===== config.mk =====
export PLATFORM = sky130hd
export DESIGN_NAME = rr_reg_write_arbiter
export DESIGN_NICKNAME = d
export VERILOG_FILES = /design/src/rtl/rr_reg_write_arbiter.sv
export SDC_FILE = /design/constraint.sdc
export NUM_CORES = 1
export LEC_CHECK = 0
export CORE_MARGIN = 5
export CORE_UTILIZATION = 44
export DETAILED_ROUTE_END_ITERATION = 7
export PLACE_DENSITY = 0.76
export REMOVE_ABC_BUFFERS = 1
export SYNTH_ARGS = -nofsm -noshare
export SYNTH_HDL_FRONTEND = slang
export SYNTH_SLANG_ARGS = --single-unit
export TNS_END_PERCENT = 100

===== constraint.sdc =====
create_clock -name clk -period 2.35 [get_ports clk]
set_input_delay 0.235 -clock clk [delete_from_list [all_inputs] [get_ports clk]]
set_output_delay 0.235 -clock clk [all_outputs]
set_load 0.05 [all_outputs]

===== src/rtl/rr_reg_write_arbiter.sv =====
// Round-robin arbiter that sequences single-word writes from NREQ requesters
// into a small internal register bank using a 4-phase req/gnt handshake.
module rr_reg_write_arbiter #(
    parameter int unsigned NREQ = 4,
    parameter int unsigned DW   = 8,
    parameter int unsigned AW   = 2
) (
    input  logic               clk,
    input  logic               reset_n,
    input  logic [NREQ-1:0]    req,
    input  logic [NREQ*AW-1:0] wr_addr,
    input  logic [NREQ*DW-1:0] wr_data,
    output logic [NREQ-1:0]    gnt,
    output logic               busy,
    input  logic [AW-1:0]      rd_addr,
    output logic [DW-1:0]      rd_data,
    output logic [7:0]         wr_count
);

    localparam int unsigned PW    = (NREQ > 1) ? $clog2(NREQ) : 1;
    localparam int unsigned DEPTH = 2 ** AW;

    typedef enum logic [1:0] {
        IDLE    = 2'd0,
        GRANT   = 2'd1,
        RELEASE = 2'd2
    } state_t;

    state_t          state;
    logic [PW-1:0]   ptr;
    logic [PW-1:0]   owner;
    logic [DW-1:0]   bank [DEPTH];

    logic [PW-1:0]   win_c;
    logic [PW-1:0]   idx_c;
    logic            any_c;
    logic [AW-1:0]   sel_addr_c;
    logic [DW-1:0]   sel_data_c;

    // Circular first-set search starting at the priority pointer.
    always_comb begin
        win_c = '0;
        idx_c = '0;
        any_c = 1'b0;
        for (int unsigned k = 0; k < NREQ; k++) begin
            idx_c = PW'((32'(ptr) + k) % NREQ);
            if (!any_c && req[idx_c]) begin
                any_c = 1'b1;
                win_c = idx_c;
            end
        end
    end

    assign sel_addr_c = wr_addr[32'(win_c)*AW +: AW];
    assign sel_data_c = wr_data[32'(win_c)*DW +: DW];

    always_ff @(posedge clk) begin
        if (!reset_n) begin
            state    <= IDLE;
            gnt      <= '0;
            ptr      <= '0;
            owner    <= '0;
            wr_count <= '0;
            for (int i = 0; i < DEPTH; i++) begin
                bank[i] <= '0;
            end
        end else begin
            case (state)
                IDLE: begin
                    if (any_c) begin
                        bank[sel_addr_c] <= sel_data_c;
                        gnt              <= NREQ'(1) << win_c;
                        owner            <= win_c;
                        wr_count         <= wr_count + 8'd1;
                        state            <= GRANT;
                    end
                end
                GRANT: begin
                    gnt   <= '0;
                    state <= RELEASE;
                end
                RELEASE: begin
                    // Served requester drops to lowest priority once it lets go.
                    if (!req[owner]) begin
                        state <= IDLE;
                        ptr   <= (owner == PW'(NREQ - 1)) ? '0 : owner + PW'(1);
                    end
                end
                default: begin
                    gnt   <= '0;
                    state <= IDLE;
                end
            endcase
        end
    end

    assign busy    = (state != IDLE);
    assign rd_data = bank[rd_addr];

endmodule


# Word level (Yosys, flattened, before mapping)
# Memory sizes are Yosys's and may differ from the RTL's.
# Cells that the tools add are included.
[totals]
register_bits = 18
ram_bits = 32
input_bits = 48
out_inout_bits = 21
wordCells = 71
mem_count = 1
[op_classes]
addsub = 5
order_cmp = 5
n_eq_ne = 5
shifts = 3
n_mux = 32
n_bitwise = 2
reduce_logical = 13
[memory_table]
columns = ["memory", "depth", "width", "read_ports", "rd_ports_with_merged_regs", "write_ports", "line_no", "source"]
rows = [
  ["bank", 4, 8, 1, 0, 4, "32", "logic [DW-1:0] bank [DEPTH];"],
]
[op_table]
columns = ["op", "count"]
rows = [
  ["variable part select 32 x 6 -> 8 bit", 1],
  ["2-to-1 mux 2 bit", 8],
  ["less-than comparator 2 x 3 -> 1 bit (second input constant)", 5],
  ["2-to-1 mux 1 bit", 15],
  ["binary-select mux 1 bit (select 2 bit)", 5],
  ["adder 8 x 1 -> 8 bit (second input constant)", 1],
  ["2-to-1 mux 8 bit", 1],
  ["case mux 4 bit (2 select lines)", 1],
  ["AND reduction 2 bit", 4],
  ["OR reduction 8 bit", 1],
  ["variable part select 8 x 4 -> 2 bit", 1],
  ["case mux 2 bit (3 select lines)", 1],
  ["adder 2 x 1 -> 2 bit (second input constant)", 2],
  ["adder 2 bit (second input constant)", 2],
  ["equality test 2 bit (second input constant)", 2],
  ["2-to-1 mux 4 bit", 1],
  ["!= test 2 bit (second input constant)", 2],
  ["<< shifter 1 x 2 -> 4 bit (first input constant)", 1],
  ["logical AND 1 bit", 3],
  ["logical NOT 1 bit", 3],
  ["equality test 2 x 1 -> 1 bit (second input constant)", 1],
  ["logical NOT 2 bit", 1],
  ["NOT 1 bit", 2],
  ["nonzero test 2 bit", 1],
]

# Depth between registers and ports, before layout
[logic_depth]
ltp_word = 18
ltp_mapped = 8
mapped_depth_nobuf = 7

# Least setup slack after synthesis
# Ideal clock, no wire load.
[synth_timing]
kind = "register to register"
startpoint = "reg ptr[1]"
endpoint = "mem bank[3][0], enable pin"
setup_ps = 389
t_arrival_ps = 2079
t_required_ps = 1961
path_slack_ps = -118
path_stages_with_launch = 7
n_path_buf = 1
synth_period_minus_slack_ps = 2468
path_cell_list = "dfxtp_1 buf_6 mux2i_1 o22ai_1 o21ai_0 a2111o_1 a311oi_1"
[synth_rtl]
columns = ["item", "line_no", "source"]
rows = [
  ["from (decl)", "30", "logic [PW-1:0] ptr;"],
  ["from (signal assigned)", "86", "ptr <= (owner == PW'(NREQ - 1)) ? '0 : owner + PW'(1);"],
  ["to (decl)", "32", ""],
]

==> run summary <==
Status = finished, final reports clean
Die Y = 88.9 um
Setup bufs post-CTS = 0
Most frequent cell after synthesis = edfxtp_1
Total GRT Usage = 16.5%
Final ANT Viol Nets = 0
Yosys top cell by area = edfxtp_1
Total grt overflow = 0
Largest family of logic cells by synthesized area = multiplexers
Combinational power share = 30.9%
Pwr Density = 598 mW/mm^2
Die Wd = 88.9 um
Routed wire length = 6070 um
Syn Std Cell Area = 0.00274 mm^2
Post-synthesis register bit count = 50
Crit path DAT = 2.26 ns
Mux share of post-synthesis cell area = 19.1%
Crit. Startpoint = req[1]
Vias = 2059
Hold path start = gnt[2]$_SDFFE_PN0P_
GP Congestion = 0.917
Syn avg cell area = 12.4 um^2
Largest net degree at the start of global routing = 19
Vias in the first global route = 2079
Die ar. = 0.00790 mm^2
Crit Path Class = primary input to flip-flop
YS warnings = 0
Max Cap Viol = 0
Adder-Cell Fraction of Synth Area = 0.914%
Required time of the worst setup path = 2.37 ns
DR pass1 iterations = 4
DR vias/cell = 5.23
Synth area leaders = edfxtp_1 35%, dfxtp_1 13%, mux2i_1 8.4%
Startpoint types = primary input
Compound-gate portion of the synthesized area = 9.96%
Final HPWL DP = 4810 um
Clock transition at path regs = 0.09 ns
NetSw = 0.695 mW
Part of the Yosys area used for sequential elements = 48.2%
Synth top area share = 35.1%
Setup ws final = 0.112 ns
P_leak = 1.48 nW
Post-route clock period utilization = 95.2%
Row cnt = 28
Worst slew margin = 66.6%
Tmin final = 2.24 ns
Count of cell types in the netlist = 47
CTS tree = built
Area growth, synth to finish = 37.8%
WL per Instance = 15.4 um
Fin Setup TNS = 0 ns
Cells after DPL = 386
CP max FO = 8
Post-Synth XOR/XNOR Area = 2.24%
Later-pin clock latency in the skew report = 0.30 ns
Global-route wire length before repair = 9960 um
RSZ-0062 raised after global routing = no
Endpoints failing hold = 0
Max clock buf depth = 2
Post-synth top cells = 32 x edfxtp_1, 29 x nor2_1, 23 x mux2i_1
Crit end category = flip-flop
Final Core Density = 63.0%
Hold Path Class = flip-flop to flip-flop
Initial Util = 45.7%
Pre-CTS setup slack = -0.167 ns
# diodes = 0
Post-synth EDFFs = 32
Int Power = 1.56 mW
Remaining routing DRC violations = 0
Clock share of power = 21.8%
Max-slew violations = 0
Root Buffer = clkbuf_8
Total CTS buffers = 5
Simple logic cell fraction of the synthesized area = 16.9%
Pin slew with the least headroom to its limit = 0.499 ns
Htree depth = 2
Post-synthesis cell count = 221
Initial DRC Count = 117
Crit Reg-Reg Startpoint = ptr[1]$_SDFFE_PN0P_
Setup violators final = 0
Maximum clock rate = 0.447 GHz
Post-route insts no fill = 394
Worst vdd ir = 0.306 mV
Core area = 0.00599 mm^2
Share of synthesized registers carrying an async set or reset = 0%
I/O pin count = 69
Post-layout net count = 368
Register share of total power = 47.3%
PortBufs = 68
Clk_skew = 0.00473 ns
Sw frac = 30.8%
Post-synth top flop = edfxtp_1
Initial antenna violation count = 0
TritonCTS Sinks = 50
Layout cell share with drive strength beyond 1 = 25.4%
## per-layer routing
metal  part of all wire [%]  GRT usage (%)
met1                     43           21.6
met3                    5.6           3.50
met2                     50           27.0
met5                      0              0
met4                    1.4           5.77
## per-stage QoR
| step | instance area (um^2) | power [mW] | hold slack (ns) |
|---|---|---|---|
| global placement | 3670 | 1.77 | 0.460 |
| floorplan | 2680 | 1.49 | 0.357 |
| CTS | 3760 | 2.27 | 0.484 |
| global route | 3770 | 2.38 | 0.509 |
| finish | 3770 | 2.26 | 0.476 |
| detailed placement | 3670 | 1.79 | 0.464 |
## cell type report
| cell class | instances | area [um^2] |
|---|---|---|
| inverter | 3 | 11.3 |
| fill | 479 | 2220 |
| multi-input combinational | 158 | 1360 |
| sequential | 50 | 1320 |
| tap | 75 | 93.8 |
| timing repair buffer | 100 | 901 |
| clock inverter | 3 | 21.3 |
| clock buffer | 5 | 68.8 |
## power by group through the flow
stage / logic (mW) / clock network (mW) / registers, mW
after floorplan: 0.370 / 0 / 1.12
after global placement: 0.687 / 0 / 1.08
after detailed placement: 0.699 / 0 / 1.09
after CTS: 0.702 / 0.503 / 1.07
after global routing: 0.748 / 0.551 / 1.08
final: 0.697 / 0.492 / 1.07
## layout by cell type, fill, tap and decap left out, types with 3 or more instances in the layout
| cell | Yosys | final |
|---|---|---|
| nor2_1 | 29 | 29 |
| mux2_2 | 8 | 8 |
| and2_1 | 8 | 8 |
| nand2b_1 | 4 | 4 |
| a21oi_1 | 4 | 4 |
| inv_1 | 3 | 3 |
| nand2_1 | 7 | 7 |
| clkbuf_8 | 0 | 5 |
| nand3_1 | 7 | 7 |
| mux4_2 | 9 | 9 |
| nor2b_1 | 12 | 12 |
| mux2i_1 | 23 | 23 |
| clkdlybuf4s50_1 | 0 | 60 |
| edfxtp_1 | 32 | 32 |
| xnor2_1 | 6 | 6 |
| buf_4 | 1 | 40 |
| dfxtp_1 | 18 | 17 |
## worst paths after layout
path                                                  to  slack [ns]  depth (start not counted)
worst max-delay path            bank[0][0]$_SDFFCE_PN0P_        0.11                          8
worst min-delay path                 gnt[2]$_SDFFE_PN0P_        0.48                          1
worst max register to register  bank[0][0]$_SDFFCE_PN0P_        0.17                          7
worst min register to register       gnt[2]$_SDFFE_PN0P_        0.48                          1
## sequential cells by signal, summed over array words and instances (netlist names)
signal,flops
bank,32
owner,2
wr_count,8
ptr,2
gnt,4
state,2
## timing repair
| item | in CTS | in global routing |
|---|---|---|
| setup endpoints to repair | 0 | 50 |
| hold buffers | 0 | 0 |
| gates resized for setup | 0 | 3 |
## critical path, cell delays in order
cell and delay [ns]:
clkdlybuf4s50_1 0.59, a21oi_1 0.07, o21a_1 0.20, o22ai_2 0.40, nand3_1 0.24, o2bb2a_4 0.25
nand2b_1 0.09, buf_4 0.16
## cell families after synthesis
group | count (synthesis)
multiplexers | 40
AO/OA/AOI/OAI | 26
AND/OR/NAND/NOR | 83
adder cells (fa/ha/maj) | 2
XOR/XNOR | 7
buffers and inverters | 13
flip-flops | 50
Power figures use the tool's default switching activity.
